==> src/rtl/tblink_rpc_invoke_initiator_if.sv <==
// Handshake bundle for the TbLink RPC invoke initiator: user request/completion
// channels, endpoint invoke/response channels and status outputs.
interface tblink_rpc_invoke_initiator_if #(
    parameter int unsigned ID_W     = 4,
    parameter int unsigned METHOD_W = 8,
    parameter int unsigned PARAM_W  = 64,
    parameter int unsigned RET_W    = 64
);
    logic                req_valid;
    logic                req_ready;
    logic [METHOD_W-1:0] req_method;
    logic [PARAM_W-1:0]  req_params;
    logic [ID_W-1:0]     req_call_id;

    logic                inv_valid;
    logic                inv_ready;
    logic [ID_W-1:0]     inv_call_id;
    logic [METHOD_W-1:0] inv_method;
    logic [PARAM_W-1:0]  inv_params;

    logic                rsp_valid;
    logic                rsp_ready;
    logic [ID_W-1:0]     rsp_call_id;
    logic [RET_W-1:0]    rsp_retval;

    logic                done_valid;
    logic                done_ready;
    logic [ID_W-1:0]     done_call_id;
    logic [RET_W-1:0]    done_retval;

    logic [ID_W:0]       outstanding;
    logic                err_unknown_id;

    modport master (
        input  req_valid, req_method, req_params,
        output req_ready, req_call_id,
        output inv_valid, inv_call_id, inv_method, inv_params,
        input  inv_ready,
        input  rsp_valid, rsp_call_id, rsp_retval,
        output rsp_ready,
        output done_valid, done_call_id, done_retval,
        input  done_ready,
        output outstanding, err_unknown_id
    );

    modport slave (
        output req_valid, req_method, req_params,
        input  req_ready, req_call_id,
        input  inv_valid, inv_call_id, inv_method, inv_params,
        output inv_ready,
        output rsp_valid, rsp_call_id, rsp_retval,
        input  rsp_ready,
        input  done_valid, done_call_id, done_retval,
        output done_ready,
        input  outstanding, err_unknown_id
    );
endinterface

==> src/rtl/tblink_rpc_invoke_initiator.sv <==
// TbLink RPC invoke initiator: allocates call ids, forwards invokes to the endpoint
// and matches out-of-order responses back to user completions.
module tblink_rpc_invoke_initiator #(
    parameter int unsigned ID_W     = 4,
    parameter int unsigned METHOD_W = 8,
    parameter int unsigned PARAM_W  = 64,
    parameter int unsigned RET_W    = 64
) (
    input logic                          clock,
    input logic                          reset_n,
    tblink_rpc_invoke_initiator_if.master bus
);
    localparam int unsigned NumIds = 2 ** ID_W;
    localparam logic [ID_W:0] CntOne = {{ID_W{1'b0}}, 1'b1};

    typedef enum logic {StEmpty, StFull} inv_state_e;

    inv_state_e          inv_state_q, inv_state_d;
    logic [ID_W-1:0]     inv_id_q, inv_id_d;
    logic [METHOD_W-1:0] inv_method_q, inv_method_d;
    logic [PARAM_W-1:0]  inv_params_q, inv_params_d;

    logic [NumIds-1:0]   busy_q, busy_d;
    logic [ID_W:0]       outstanding_q, outstanding_d;

    logic                done_valid_q, done_valid_d;
    logic [ID_W-1:0]     done_id_q, done_id_d;
    logic [RET_W-1:0]    done_ret_q, done_ret_d;
    logic                err_q, err_d;

    logic [ID_W-1:0]     free_id;
    logic                any_free;
    logic                inv_valid, inv_drain, req_ready, req_fire;
    logic                rsp_ready, rsp_fire, rsp_known, rsp_hit;

    // Lowest free id, from the registered bitmap so a same-cycle release is not reused.
    always_comb begin
        free_id  = '0;
        any_free = 1'b0;
        for (int i = 0; i < NumIds; i++) begin
            if (!any_free && !busy_q[i]) begin
                free_id  = ID_W'(i);
                any_free = 1'b1;
            end
        end
    end

    assign inv_valid = (inv_state_q == StFull);
    assign inv_drain = inv_valid && bus.inv_ready;
    assign req_ready = any_free && (!inv_valid || bus.inv_ready);
    assign req_fire  = bus.req_valid && req_ready;
    assign rsp_ready = !done_valid_q || bus.done_ready;
    assign rsp_fire  = bus.rsp_valid && rsp_ready;
    assign rsp_known = busy_q[bus.rsp_call_id];
    assign rsp_hit   = rsp_fire && rsp_known;

    always_comb begin
        inv_state_d  = inv_state_q;
        inv_id_d     = inv_id_q;
        inv_method_d = inv_method_q;
        inv_params_d = inv_params_q;
        case (inv_state_q)
            StEmpty: if (req_fire) inv_state_d = StFull;
            StFull:  if (inv_drain && !req_fire) inv_state_d = StEmpty;
            default: inv_state_d = StEmpty;
        endcase
        if (req_fire) begin
            inv_id_d     = free_id;
            inv_method_d = bus.req_method;
            inv_params_d = bus.req_params;
        end
    end

    // Allocate and release never target the same id: one is free, the other busy.
    always_comb begin
        busy_d = busy_q;
        if (req_fire) busy_d[free_id] = 1'b1;
        if (rsp_hit)  busy_d[bus.rsp_call_id] = 1'b0;
        case ({req_fire, rsp_hit})
            2'b10:   outstanding_d = outstanding_q + CntOne;
            2'b01:   outstanding_d = outstanding_q - CntOne;
            default: outstanding_d = outstanding_q;
        endcase
    end

    always_comb begin
        done_valid_d = done_valid_q;
        done_id_d    = done_id_q;
        done_ret_d   = done_ret_q;
        if (done_valid_q && bus.done_ready) done_valid_d = 1'b0;
        if (rsp_hit) begin
            done_valid_d = 1'b1;
            done_id_d    = bus.rsp_call_id;
            done_ret_d   = bus.rsp_retval;
        end
        err_d = rsp_fire && !rsp_known;
    end

    always_ff @(posedge clock) begin
        if (!reset_n) begin
            inv_state_q   <= StEmpty;
            inv_id_q      <= '0;
            inv_method_q  <= '0;
            inv_params_q  <= '0;
            busy_q        <= '0;
            outstanding_q <= '0;
            done_valid_q  <= 1'b0;
            done_id_q     <= '0;
            done_ret_q    <= '0;
            err_q         <= 1'b0;
        end else begin
            inv_state_q   <= inv_state_d;
            inv_id_q      <= inv_id_d;
            inv_method_q  <= inv_method_d;
            inv_params_q  <= inv_params_d;
            busy_q        <= busy_d;
            outstanding_q <= outstanding_d;
            done_valid_q  <= done_valid_d;
            done_id_q     <= done_id_d;
            done_ret_q    <= done_ret_d;
            err_q         <= err_d;
        end
    end

    assign bus.req_ready      = req_ready;
    assign bus.req_call_id    = free_id;
    assign bus.inv_valid      = inv_valid;
    assign bus.inv_call_id    = inv_id_q;
    assign bus.inv_method     = inv_method_q;
    assign bus.inv_params     = inv_params_q;
    assign bus.rsp_ready      = rsp_ready;
    assign bus.done_valid     = done_valid_q;
    assign bus.done_call_id   = done_id_q;
    assign bus.done_retval    = done_ret_q;
    assign bus.outstanding    = outstanding_q;
    assign bus.err_unknown_id = err_q;
endmodule

==> src/flat_wrapper.sv <==
// flat-port wrapper written by rule: the top's interface ports become plain ports
module tblink_rpc_invoke_initiator_flat 
#(
    parameter int unsigned ID_W     = 4,
    parameter int unsigned METHOD_W = 8,
    parameter int unsigned PARAM_W  = 64,
    parameter int unsigned RET_W    = 64
)
  (clock, reset_n, bus_req_valid, bus_req_method, bus_req_params, bus_req_ready, bus_req_call_id, bus_inv_valid, bus_inv_call_id, bus_inv_method, bus_inv_params, bus_inv_ready, bus_rsp_valid, bus_rsp_call_id, bus_rsp_retval, bus_rsp_ready, bus_done_valid, bus_done_call_id, bus_done_retval, bus_done_ready, bus_outstanding, bus_err_unknown_id);
  tblink_rpc_invoke_initiator_if #(.ID_W(ID_W), .METHOD_W(METHOD_W), .PARAM_W(PARAM_W), .RET_W(RET_W)) bus_i ();
  input logic clock;
  input logic reset_n;
  input wire logic [$bits(bus_i.req_valid)-1:0] bus_req_valid;
  input wire logic [$bits(bus_i.req_method)-1:0] bus_req_method;
  input wire logic [$bits(bus_i.req_params)-1:0] bus_req_params;
  output wire logic [$bits(bus_i.req_ready)-1:0] bus_req_ready;
  output wire logic [$bits(bus_i.req_call_id)-1:0] bus_req_call_id;
  output wire logic [$bits(bus_i.inv_valid)-1:0] bus_inv_valid;
  output wire logic [$bits(bus_i.inv_call_id)-1:0] bus_inv_call_id;
  output wire logic [$bits(bus_i.inv_method)-1:0] bus_inv_method;
  output wire logic [$bits(bus_i.inv_params)-1:0] bus_inv_params;
  input wire logic [$bits(bus_i.inv_ready)-1:0] bus_inv_ready;
  input wire logic [$bits(bus_i.rsp_valid)-1:0] bus_rsp_valid;
  input wire logic [$bits(bus_i.rsp_call_id)-1:0] bus_rsp_call_id;
  input wire logic [$bits(bus_i.rsp_retval)-1:0] bus_rsp_retval;
  output wire logic [$bits(bus_i.rsp_ready)-1:0] bus_rsp_ready;
  output wire logic [$bits(bus_i.done_valid)-1:0] bus_done_valid;
  output wire logic [$bits(bus_i.done_call_id)-1:0] bus_done_call_id;
  output wire logic [$bits(bus_i.done_retval)-1:0] bus_done_retval;
  input wire logic [$bits(bus_i.done_ready)-1:0] bus_done_ready;
  output wire logic [$bits(bus_i.outstanding)-1:0] bus_outstanding;
  output wire logic [$bits(bus_i.err_unknown_id)-1:0] bus_err_unknown_id;
  assign bus_i.req_valid = bus_req_valid;
  assign bus_i.req_method = bus_req_method;
  assign bus_i.req_params = bus_req_params;
  assign bus_req_ready = bus_i.req_ready;
  assign bus_req_call_id = bus_i.req_call_id;
  assign bus_inv_valid = bus_i.inv_valid;
  assign bus_inv_call_id = bus_i.inv_call_id;
  assign bus_inv_method = bus_i.inv_method;
  assign bus_inv_params = bus_i.inv_params;
  assign bus_i.inv_ready = bus_inv_ready;
  assign bus_i.rsp_valid = bus_rsp_valid;
  assign bus_i.rsp_call_id = bus_rsp_call_id;
  assign bus_i.rsp_retval = bus_rsp_retval;
  assign bus_rsp_ready = bus_i.rsp_ready;
  assign bus_done_valid = bus_i.done_valid;
  assign bus_done_call_id = bus_i.done_call_id;
  assign bus_done_retval = bus_i.done_retval;
  assign bus_i.done_ready = bus_done_ready;
  assign bus_outstanding = bus_i.outstanding;
  assign bus_err_unknown_id = bus_i.err_unknown_id;
  tblink_rpc_invoke_initiator #(.ID_W(ID_W), .METHOD_W(METHOD_W), .PARAM_W(PARAM_W), .RET_W(RET_W)) u_core (.clock(clock), .reset_n(reset_n), .bus(bus_i));
endmodule
==> config.mk <==
export PLATFORM = sky130hd
export DESIGN_NAME = tblink_rpc_invoke_initiator_flat
export DESIGN_NICKNAME = d
export VERILOG_FILES = /design/src/rtl/tblink_rpc_invoke_initiator_if.sv /design/src/rtl/tblink_rpc_invoke_initiator.sv /design/src/flat_wrapper.sv
export SDC_FILE = /design/constraint.sdc
export NUM_CORES = 1
export LEC_CHECK = 0
export CAP_MARGIN = 10
export CORE_MARGIN = 3
export CORE_UTILIZATION = 45
export CTS_CLUSTER_SIZE = 10
export DETAILED_ROUTE_END_ITERATION = 10
export PLACE_DENSITY = 0.85
export SYNTH_ARGS = -nofsm -noshare
export SYNTH_HDL_FRONTEND = slang
export SYNTH_SLANG_ARGS = --single-unit
==> constraint.sdc <==
create_clock -name clock -period 7 [get_ports clock]
set_clock_uncertainty 0.05 [all_clocks]
set_input_delay 1.4 -clock clock [delete_from_list [all_inputs] [get_ports clock]]
set_output_delay 1.4 -clock clock [all_outputs]
set_load 0.01 [all_outputs]
; Word level (Yosys, flattened, before mapping)
; Cells that the tools add are included.
[op_classes]
n_addsub = 2
order_cmp = 4
n_eq_ne = 2
mux = 45
bitwise_logic = 4
n_reduce_logical = 62
[op_table]
columns = cell, n
row1 = $mux 4, 14
row2 = $logic_not 1->1, 33
row3 = $mux 16, 2
row4 = $logic_and 1x1->1, 25
row5 = $mux 1, 24
row6 = $and 16x16->16, 1
row7 = $not 16->16, 1
row8 = $or 16x16->16, 1
row9 = $lt 4x5->1 const B, 2
row10 = $pmux 5 s2, 1
row11 = $demux 1 s4, 2
row12 = $ge 4x1->1 const B, 2
row13 = $add 5x1->5 const B, 1
row14 = $sub 5x1->5 const B, 1
row15 = $bmux 1 s4, 1
row16 = $reduce_bool 2->1, 2
row17 = $eq 2x1->1 const B, 1
row18 = $eq 2x2->1 const B, 1
row19 = $logic_or 1x1->1, 2
row20 = $pmux 1 s2, 1
row21 = $not 1->1, 1
[word_totals]
register_bits = 168
in_bits = 146
out_inout_bits = 158

; Logic depth before layout (Yosys ltp)
[logic_depth]
ltp_word = 53
ltp_mapped = 17
depth_no_buf = 12

; Worst setup path before layout
; OpenSTA, ideal clock, no wires.
[synth_timing]
path_kind = input to register
from = input bus_rsp_call_id[1]
to = register u_core.outstanding_q[4] (netlist: u_core.bus.outstanding[4])
arrival_time_ps = 4288
required_ps = 6822
path_slack_ps = 2534
path_stages = 16
path_cell_list = buf_6 mux4_2 mux2i_4 o22ai_1 buf_6 buf_6 buf_6 ha_1 clkbuf_1 xor2_1 ha_1 or3b_2 a21oi_1 o21ai_0 xor2_1 nor2_1
[synth_between]
elab_chain_cells = 5
elab_cells_between_ends = 7
[synth_rtl]
columns = element, line
row1 = "start, declared", flat_wrapper.sv:24  ; input wire logic [$bits(bus_i.rsp_call_id)-1:0] bus_rsp_call_id;
row2 = $bmux 1 s4 *, tblink_rpc_invoke_initiator.sv:54  ; assign rsp_known = busy_q[bus.rsp_call_id];
row3 = $mux 1 (not written as such) *, tblink_rpc_invoke_initiator.sv:54
row4 = $logic_and 1x1->1 *, tblink_rpc_invoke_initiator.sv:55  ; assign rsp_hit = rsp_fire && rsp_known;
row5 = $eq 2x1->1 or $eq 2x2->1 (tied branches), tblink_rpc_invoke_initiator.sv:79  ; case ({req_fire, rsp_hit})
row6 = $pmux 5 s2 or $reduce_bool 2->1 (tied branches), -
row7 = "end signal, assigned", tblink_rpc_invoke_initiator.sv:117  ; outstanding_q <= outstanding_d;
row8 = "end, declared", tblink_rpc_invoke_initiator.sv:24  ; logic [ID_W:0] outstanding_q, outstanding_d;
; Every way passes the cells marked *; elsewhere a longest branch is shown, timed or not. The select of a mux whose other input is x is not followed.
; A chain may end at the register's enable or synchronous reset.

; Worst setup path in the final report
; Ends and elaborated chain as after synthesis.

==> run_results.csv <==
group,metric,value,unit
final_layout,final_nets,1165,
power_and_ir_drop,vdd_drop_max,191,uV
critical_path,worst_path_largest_cell_delay,0.84,ns
die,dieWidth,129,um
synth,yosysSeqAreaShare,0.491,
critical_path,slowest_stage,"sky130_fd_sc_hd__clkdlybuf4s50_1",
drt,routed_wirelength,20200,um
place,detailedPlace.worstSlack,1.89,ns
timing,grt_setup_unrepaired,"false",
synth,syn_nets,897,
timing,post-route-period-util,0.673,
critical_path,crit_path_start_kind,"primary input",
place,portBuffers,303,
critical_path,cp_cell_sequence,"clkdlybuf4s50_1 -> mux4_2 -> mux2i_1 -> o22ai_4 -> ha_1 -> xor2_1 -> ha_1 -> or3b_2 -> a21oi_1 -> o21ai_0 -> xor2_1 -> nor2_1",
power_and_ir_drop,power_leakage,3.89,nW
grt,grt_max_degree,103,
critical_path,worst_ep_required_time,7.22,ns
synth,synth-edff-count,0,
cts,ctsHoldBuffers,0,
timing,worst_slack,2.29,ns
run_status,run_status,"finished, final reports clean",
final_layout,final_layout_size_suffix_gt1_frac,0.0691,
place,place_congestion,0.864,
power_and_ir_drop,power.density_cell_area,216,nW/um^2
final_layout,fin_util,0.712,
synth,netlist-cell-type-count,61,
synth,synth_cells,748,
die,rows,44,
synth,syn-mean-instance-area,9.16,um^2
critical_path,critPathArrivalTime,4.93,ns
die,die_y,129,um
drt,number_of_nets_still_failing_antenna_checks_after_routing,0,
critical_path,timing.critical_path.buf_inv,1,
grt,vias_in_the_first_global_route,6193,
synth,synth_top_flop_cell,"sky130_fd_sc_hd__dfxtp_1",
cts,post-cts-setup-buffers,0,
die,effective_utilization_at_floorplan,0.466,
timing,maxSlewViolCount,0,
grt,grt_first_pass_wirelength,31500,um
drt,drt-vias-per-instance,5.26,
final_layout,n_antenna_cell,0,
synth,netlist_area,6850,um^2
cts,clock-root-buffer,"sky130_fd_sc_hd__clkbuf_16",
synth,synth.top_cells.by_area,"sky130_fd_sc_hd__dfxtp_1 (49%), sky130_fd_sc_hd__mux2i_1 (11%), sky130_fd_sc_hd__nand3_1 (5.3%)",
timing,worst_slew_margin_rel,0.378,
cts,cts_num_sinks,168,
drt,wl_per_cell,16.6,um
die,floorplan.io_pins,304,
cts,cts_tree,"done",
grt,grt_use_total,0.236,
cts,cts.reportedPaths.clkPinSlew,0.06,ns
critical_path,worst-setup-path-type,"in -> reg",
die,core_area,14700,um^2
grt,grt_overflow,0,
synth,synthArstFlopShare,0,
place,hpwlAfterDp,14400,um
timing,timing_worst_slew_pin_value,0.933,ns
grt,grt_antenna_before_repair,0,
drt,detailroute.via_count,6379,
cts,total_cts_buffers,17,
hold_path,min_delay_path_class,"reg -> reg",
drt,detailedRoute.firstPassIterationCount,5,
timing,fin_worst_hold_slack,0.397,ns
drt,drt_iter0_drc,397,
synth,synth_top_area_cell,"sky130_fd_sc_hd__dfxtp_1",
cts,clk_path_buf_depth,2,
synth,post-synth-top-area-fraction,0.491,
drt,drc_errors,0,
cts,source_to_sink_clock_delay_at_the_later_pin_of_the_worst_skew_pair,0.41,ns
final_layout,area_growth,52.8,%
die,die_area,16700,um^2
critical_path,crit_family,"multiplexers",
timing,max_freq,0.212,GHz
hold_path,hold_start,"u_core.bus.done_retval[38]$_SDFFE_PN0P_",
synth,synth_common_cells,"sky130_fd_sc_hd__dfxtp_1 (168), sky130_fd_sc_hd__nand2_1 (88), sky130_fd_sc_hd__nor2_1 (86)",
critical_path,beginning_of_the_critical_path,"bus_rsp_call_id[1]",
synth,yosysWarningCount,0,
critical_path,start_of_the_worst_register_to_register_path,"u_core.busy_q[0]$_SDFF_PN0_",
timing,setup_viol,0,
timing,finalHoldViolCount,0,
critical_path,worst_setup_path_end_kind,"flop",
synth,synth_seq_cells,168,
timing,setup-tns-final,0,ns
synth,yosysMostFrequentCell,"sky130_fd_sc_hd__dfxtp_1",
run,max_cap_violations,0,
critical_path,worst-path-max-fanout,15,
cts,ctsResizeCount,0,
timing,finalCriticalPeriod,4.71,ns
cts,ctsHtreeMaxLevel,4,
## layer usage
layer  global-route usage  routed length, um
met1                0.287               7920
met2                0.382               9580
met3                0.113               2450
met4               0.0562                214
met5                    0                  0
## placed cells by master, fill, tap and decap left out, types with 5 or more instances in the layout
master	count
sky130_fd_sc_hd__nor2_1	86
sky130_fd_sc_hd__dfxtp_1	168
sky130_fd_sc_hd__nand4_1	5
sky130_fd_sc_hd__nand3_1	72
sky130_fd_sc_hd__inv_1	8
sky130_fd_sc_hd__nand3_2	7
sky130_fd_sc_hd__nand2_1	88
sky130_fd_sc_hd__a21oi_1	16
sky130_fd_sc_hd__o21ai_2	7
sky130_fd_sc_hd__mux2i_1	78
sky130_fd_sc_hd__clkdlybuf4s50_1	302
sky130_fd_sc_hd__buf_4	7
sky130_fd_sc_hd__o21ai_0	51
sky130_fd_sc_hd__o21ai_1	21
sky130_fd_sc_hd__o31ai_1	5
sky130_fd_sc_hd__nand2b_1	5
sky130_fd_sc_hd__clkbuf_16	17
## layout make-up
class	instances	area, um^2
fill	1100	4230
sequential	168	3360
multi-input combinational	511	3170
timing repair buffer	309	3080
clock buffer	20	447
tap	184	230
clock inverter	11	146
inverter	9	33.8
## cells by family after synthesis
family / share of synthesized area
AO/OA/AOI/OAI: 0.125
XOR/XNOR: 0.00511
adder cells (fa/ha/maj): 0.00548
buffers and inverters: 0.0500
flip-flops: 0.491
multiplexers: 0.130
AND/OR/NAND/NOR: 0.193
## state kept, by name, indices dropped and copies added, names as in the netlist
name and count:
u_core.bus.done_call_id 4, u_core.bus.outstanding 5, u_core.bus.inv_params 64, u_core.bus.done_retval 64
u_core.bus.err_unknown_id 1, u_core.bus.inv_call_id 4, u_core.busy_q 16, u_core.bus.inv_method 8
u_core.bus.done_valid 1, u_core.bus.inv_valid 1
## worst paths after layout
kind              cells after the start                                       to  slack (ns)
hold reg to reg                       2  u_core.bus.done_retval[38]$_SDFFE_PN0P_        0.40
setup / recovery                     12   u_core.bus.outstanding[4]$_SDFFE_PN0P_        2.29
hold / removal                        2  u_core.bus.done_retval[38]$_SDFFE_PN0P_        0.40
setup reg to reg                     12   u_core.bus.outstanding[4]$_SDFFE_PN0P_        3.74
## stage by stage
stage | area [um^2] | power (mW) | cells
3_5_place_dp | 9880 | 1.33 | 1181
6_report | 10500 | 2.26 | 1212
4_1_cts | 10500 | 2.28 | 1212
2_1_floorplan | 6850 | 1.15 | 748
3_3_place_gp | 9880 | 1.32 | 1181
5_1_grt | 10500 | 2.34 | 1212
## worst min-delay path: cells and delay by family, from the launching register on
| kind | cells | cell delay (ns) |
|---|---|---|
| AO/OA/AOI/OAI | 1 | 0.05 |
| flip-flops | 1 | 0.31 |
| AND/OR/NAND/NOR | 1 | 0.05 |
## power breakdown
part           leakage, nW  internal [mW]  switching (mW)  total, mW
sequential            1.37          0.991          0.0232       1.01
combinational         2.23          0.171           0.124      0.295
clock                0.287          0.571           0.381      0.952
Power figures use the tool's default switching activity.
==> patch 1, RTL diff (same flow settings) <==
`ID_W` is set to 4 in 3 places; all go to 5.
--- a/src/rtl/tblink_rpc_invoke_initiator_if.sv
+++ b/src/rtl/tblink_rpc_invoke_initiator_if.sv
@@ -1,7 +1,7 @@
 // Handshake bundle for the TbLink RPC invoke initiator: user request/completion
 // channels, endpoint invoke/response channels and status outputs.
 interface tblink_rpc_invoke_initiator_if #(
-    parameter int unsigned ID_W     = 4,
+    parameter int unsigned ID_W     = 5,
     parameter int unsigned METHOD_W = 8,
     parameter int unsigned PARAM_W  = 64,
     parameter int unsigned RET_W    = 64
--- a/src/rtl/tblink_rpc_invoke_initiator.sv
+++ b/src/rtl/tblink_rpc_invoke_initiator.sv
@@ -1,7 +1,7 @@
 // TbLink RPC invoke initiator: allocates call ids, forwards invokes to the endpoint
 // and matches out-of-order responses back to user completions.
 module tblink_rpc_invoke_initiator #(
-    parameter int unsigned ID_W     = 4,
+    parameter int unsigned ID_W     = 5,
     parameter int unsigned METHOD_W = 8,
     parameter int unsigned PARAM_W  = 64,
     parameter int unsigned RET_W    = 64
--- a/src/flat_wrapper.sv
+++ b/src/flat_wrapper.sv
@@ -1,7 +1,7 @@
 // flat-port wrapper written by rule: the top's interface ports become plain ports
 module tblink_rpc_invoke_initiator_flat 
 #(
-    parameter int unsigned ID_W     = 4,
+    parameter int unsigned ID_W     = 5,
     parameter int unsigned METHOD_W = 8,
     parameter int unsigned PARAM_W  = 64,
     parameter int unsigned RET_W    = 64
Ports: changed (5 resized); port bits go from 304 to 309. No check against the original RTL was run, so the function may have changed too.
==> patch 1 against the original RTL <==
  * Worst setup slack lost 1.0 ns
  * Cell area is 9.2% higher
  * Synthesized area is 11% higher
  * Routed wire length up 28%
  * Sequential cell count rose by 19
  * Non-clock buffer count rose by 6
  * Register-to-register slack worse by 0.96 ns
  * Power is 14% higher
  * Core utilization is 0.57 points lower
  * Critical endpoint unchanged
  * Largest power group unchanged
==> patch 1: results (changes against the original RTL) <==
The HPWL after detailed placement came out at 18.27 mm (+27%). For the count of routing violations after the opening detailed-route iteration, the log shows 656 (+65%). The most critical setup path has its startpoint at bus_rsp_call_id[1].

The clock reaches the later pin of the worst-skew pair after 0.42 ns. After synthesis, the cell types taking the most area are sky130_fd_sc_hd__dfxtp_1, sky130_fd_sc_hd__mux2i_1, sky130_fd_sc_hd__nand2_1, sky130_fd_sc_hd__a21oi_1, sky130_fd_sc_hd__nor2_1. The tools report the warning count from the yosys run as 0 (unchanged). The flow ran to the end, and the final reports show no timing, DRC or antenna violations. For the number of buffers added for setup after CTS, the log shows 0 (unchanged). The tools report the met3 wire length as 3.070 mm (+25%).

The wire length the detailed router placed on met1 came out at 9.310 mm (+18%). The clock buffer count from CTS came out at 17 (unchanged). In this run the critical register-to-register path is launched from u_core.busy_q[2]. For the total vias in the final route, the log shows 7630 (+20%). The met2 wirelength from detailed routing was 12.52 mm (+31%); the routed length per instance was 18.81 µm (+13%).

The CTS H-tree depth is 4 (unchanged), and the initial antenna violation count is 0 (unchanged). The run gives 2 (unchanged) as the worst-case clock buffer depth. The total placed instance area came out at 10770 µm² (+9.1%). The logs give 53 (-13%) for the count of unique library cells instantiated by Yosys and 0.4935 (+0.002616) for the share of the yosys chip area belonging to registers. The endpoint arrival time on the critical path was 5.96 ns (+1.03 ns).

The run gives 104 (+0.97%) as the pin count of the biggest net entering global routing. The logs give 0 (unchanged) for the count of inserted antenna diode cells and 0.9569 (+11%) for the global placer's final weighted congestion. Fraction of registers with async set/reset: 0 (unchanged). For the count of nets after finishing, the log shows 1293 (+11%).

Routed signal wires occupy layers up through met4. For the static leakage, the log shows 4.074 nW (+4.8%). The wire length of the first global-routing pass was 38.75 mm (+23%). The maximum vdd drop was 0.1887 mV (-1.2%); the number of optimization iterations in the first detailed-route pass was 6 (+1).

The leading register cell type out of synthesis was sky130_fd_sc_hd__dfxtp_1. Counting instances in the post-synthesis netlist gives the leading cell types as sky130_fd_sc_hd__dfxtp_1, sky130_fd_sc_hd__nand2_1, sky130_fd_sc_hd__nor2_1, sky130_fd_sc_hd__a21oi_1, sky130_fd_sc_hd__mux2i_1. Delay of the slowest cell on the worst path: 0.95 ns (+0.11 ns). The biggest fanout along the worst timing path is 25 (+10).

The worst hold path belongs to the class flop to flop. The worst hold path begins at u_core.bus.inv_params[29]. The global-route usage over all layers was 0.2680 (+0.03172); the count of input and output buffers was 308 (+1.7%). The net count after synthesis was 1018 (+13%). Clock-pin slew was measured on the worst setup and hold paths at 0.07 ns. The tools report the number of gates given a new drive strength after cts as 0 (unchanged). For the via count of the first global-routing pass, the log shows 7284 (+18%). The number of design rule violations left after detail routing was 0 (unchanged); the share of post-route cells with drive strength above 1 was 0.05363 (-0.01543). Root cell of the clock tree: sky130_fd_sc_hd__clkbuf_16.

Worst slew margin relative to its limit: 0.1590 (-0.2191). The master of the slowest instance on the critical path was sky130_fd_sc_hd__clkdlybuf4s50_1.
==> patch 1: cell count changes after synthesis, moves of 20 or more <==
cell	unedited run	this run
sky130_fd_sc_hd__a21oi_1	16	93
sky130_fd_sc_hd__a31oi_1	5	25
sky130_fd_sc_hd__nand3_1	72	6
sky130_fd_sc_hd__o21ai_0	51	11
sky130_fd_sc_hd__o21ai_1	21	0
sky130_fd_sc_hd__nand2_1	88	170
==> patch 1: per-stage QoR <==
step / setup WS [ns] / std cells
after floorplan: 1.997 / 868
after detailed placement: 0.8847 / 1340
after CTS: 1.306 / 1372
after global placement: 0.9419 / 1340
final: 1.258 / 1372
after global routing: 0.9417 / 1372
==> patch 1: cells by family (layout without fill, tap and decap cells) <==
kind of cell,count (synthesis),count (layout),share of synthesized area
fa+ha+maj,3,3,0.004949
mux,83,83,0.1148
compound gates,177,177,0.1442
simple gates,340,340,0.1966
xor+xnor,7,7,0.008082
flops,187,187,0.4935
buf+inv,71,359,0.03793
==> patch 1: area by class of cell <==
class / instances / area, µm²
inverter: 12 / 47.55
tap: 216 / 270.3
multi-input combinational: 610 / 3577
clock inverter: 12 / 207.7
clock buffer: 20 / 446.7
sequential: 187 / 3744
timing repair buffer: 315 / 3136
fill: 1252 / 4745
==> patch 1: where the power goes <==
group	switching, W	internal [W]	leakage [nW]	total [W]
combinational	0.000164	0.000193	2.23	0.000357
clock	0.000429	0.000650	0.314	0.00108
sequential	0.0000273	0.00111	1.53	0.00114
total	0.000621	0.00195	4.07	0.00257
==> patch 1: final timing paths <==
path                                                  end  slack, ns  depth (start not counted)
worst max-delay path            u_core.bus.outstanding[4]       1.26                         15
worst min-delay path            u_core.bus.inv_params[29]       0.40                          2
worst max register to register  u_core.bus.outstanding[5]       2.78                         11
worst min register to register  u_core.bus.inv_params[29]       0.40                          2
==> patch 1: per-layer routing <==
metal,vias up,track usage
met2,472,0.4560
met3,66,0.1036
met1,3531,0.3016
met4,0,0.1097
met5,-,0
li1,3561,-
==> patch 1: worst max-delay path: cells and delay by family <==
kind            cells  cell delay (ns)
mux                 1             0.38
xor+xnor            2             0.32
buf+inv             1             0.95
fa+ha+maj           2             0.59
compound gates      5             1.69
simple gates        4             0.61
==> patch 2, RTL diff (same flow settings) <==
Made on the original files. `outstanding_q` no longer has a reset.
--- a/src/rtl/tblink_rpc_invoke_initiator.sv
+++ b/src/rtl/tblink_rpc_invoke_initiator.sv
@@ -103,7 +103,6 @@
             inv_method_q  <= '0;
             inv_params_q  <= '0;
             busy_q        <= '0;
-            outstanding_q <= '0;
             done_valid_q  <= 1'b0;
             done_id_q     <= '0;
             done_ret_q    <= '0;
@@ -114,12 +113,15 @@
             inv_method_q  <= inv_method_d;
             inv_params_q  <= inv_params_d;
             busy_q        <= busy_d;
-            outstanding_q <= outstanding_d;
             done_valid_q  <= done_valid_d;
             done_id_q     <= done_id_d;
             done_ret_q    <= done_ret_d;
             err_q         <= err_d;
         end
+    end
+
+    always_ff @(posedge clock) begin
+        outstanding_q <= outstanding_d;
     end
 
     assign bus.req_ready      = req_ready;
Function: changed (Yosys sat finds a counterexample within 4 cycles, from zero or initial values and one cycle with reset_n low).
==> patch 2 against the original RTL <==
  * Sequential cell count unchanged
  * Global-route usage is 0.60 points higher
  * Core utilization increased by 0.84 points
  * Synthesized cell count rose by 7.4%
  * Synthesized area shrank 3.3%
  * Power down 0.65%
  * Routed wire length is 0.95% higher
  * Combinational power shrank 4%
  * Cell area decreased by 2.6%
  * Worst setup slack got worse by 0.19 ns
  * First-iteration DRC count grew 24%
==> patch 2: results (changes against the original RTL) <==
In this run the most critical hold path is launched from u_core.bus.done_retval[61]. The share of the yosys chip area belonging to registers is 0.5153 (+0.02443). The tools report the power of the combinational group as 0.000282 W (-4%).

Yosys attributes the largest share of cell area to sky130_fd_sc_hd__dfxtp_1, sky130_fd_sc_hd__nand2_1, sky130_fd_sc_hd__a21oi_1, sky130_fd_sc_hd__nand3_1, sky130_fd_sc_hd__o21ai_0. Wire length of the first global-routing pass: 31.57 mm (+0.11%). The biggest fanout along the worst timing path works out to 25 (+10). The count of nets after finishing is 1214 (+4.2%). The logs give 5.01 ns (+0.08 ns) for the endpoint arrival time on the critical path and 0.000944 W (-0.8%) for the power dissipated in the clock network.

The net count after synthesis was 952 (+6.1%). The flow ran to the end, and the final reports show no timing, DRC or antenna violations. The net switching power is 0.0005478 W (+3.8%). The met2 routing resource usage after global routing was 0.4122 (+0.03049); the minimum setup slack among reg-to-reg paths was 3.48 ns (-0.26 ns). End of the worst hold path: u_core.bus.done_retval[61]. For the global placer's final weighted congestion, the log shows 0.8683 (+0.49%). The tools report the destination of the critical timing path as u_core.bus.outstanding[4].

The global routing met3 resource utilization is 0.05686 (-0.05609). The logs give 6223 (+0.48%) for the via count of the first global-routing pass and 14.26 mm (-0.60%) for the HPWL after detailed placement. The share of post-route cells with drive strength above 1 works out to 0.04453 (-0.02454). The startpoint identified for the worst register-to-register timing path is u_core.busy_q[2]. The sum of routed wire length over all layers was 20.36 mm (+0.95%).

Global-route usage over all layers: 0.2423 (+0.005951). The pin count of the biggest net entering global routing was 113 (+9.7%); the count of unique library cells instantiated by Yosys was 51 (-16%). Worst-case reg-to-reg path depth: 10 (-2).

The commonest cells after synthesis are sky130_fd_sc_hd__nand2_1, sky130_fd_sc_hd__dfxtp_1, sky130_fd_sc_hd__a21oi_1, sky130_fd_sc_hd__nand3_1, sky130_fd_sc_hd__o21ai_0. The transition time of the tightest slew-check pin works out to 0.9681 ns (+0.03532 ns).
[patch 2: per-layer routing]
metal / share of wire / wire length [µm]
met2: 0.51 / 10340
met3: 0.066 / 1337
met1: 0.39 / 7921
met5: 0 / 0
met4: 0.037 / 762
[patch 2: through the flow]
| step | setup slack (ns) | cells | hold WS (ns) | power (W) | area [µm²] |
|---|---|---|---|---|---|
| 2_1_floorplan | 2.477 | 803 | 0.4226 | 0.001149 | 6624 |
| 3_3_place_gp | 1.769 | 1226 | 0.3851 | 0.001317 | 9595 |
| 3_5_place_dp | 1.670 | 1226 | 0.3889 | 0.001322 | 9595 |
| 4_1_cts | 2.122 | 1258 | 0.3999 | 0.002272 | 10200 |
| 5_1_grt | 1.818 | 1258 | 0.4110 | 0.002333 | 10200 |
| 6_report | 2.100 | 1258 | 0.3989 | 0.002246 | 10200 |
[patch 2: area by class of cell]
type / instances / area, µm² / area share
tap: 180 / 225.2 / 0.02209
inverter: 7 / 26.28 / 0.002577
clock buffer: 18 / 439.2 / 0.04307
timing repair buffer: 308 / 3068 / 0.3009
clock inverter: 14 / 162.7 / 0.01595
multi-input combinational: 563 / 2863 / 0.2807
sequential: 168 / 3413 / 0.3347
[patch 2: kinds of logic after synthesis]
group / after synthesis / synth area share
and+or+nand+nor: 343 / 0.2212
AOI/OAI and AO/OA: 202 / 0.1779
xor gates and xnor gates: 5 / 0.006612
muxes: 10 / 0.02078
buffers and inverters: 72 / 0.05251
DFF: 168 / 0.5153
adders and majority gates: 3 / 0.005667
[patch 2: worst max-delay path, delay by kind of cell]
kind,cells,cell delay [ns]
AOI/OAI and AO/OA,3,0.91
buffers and inverters,1,0.83
muxes,2,0.75
adders and majority gates,2,0.64
xor gates and xnor gates,2,0.30
and+or+nand+nor,1,0.17
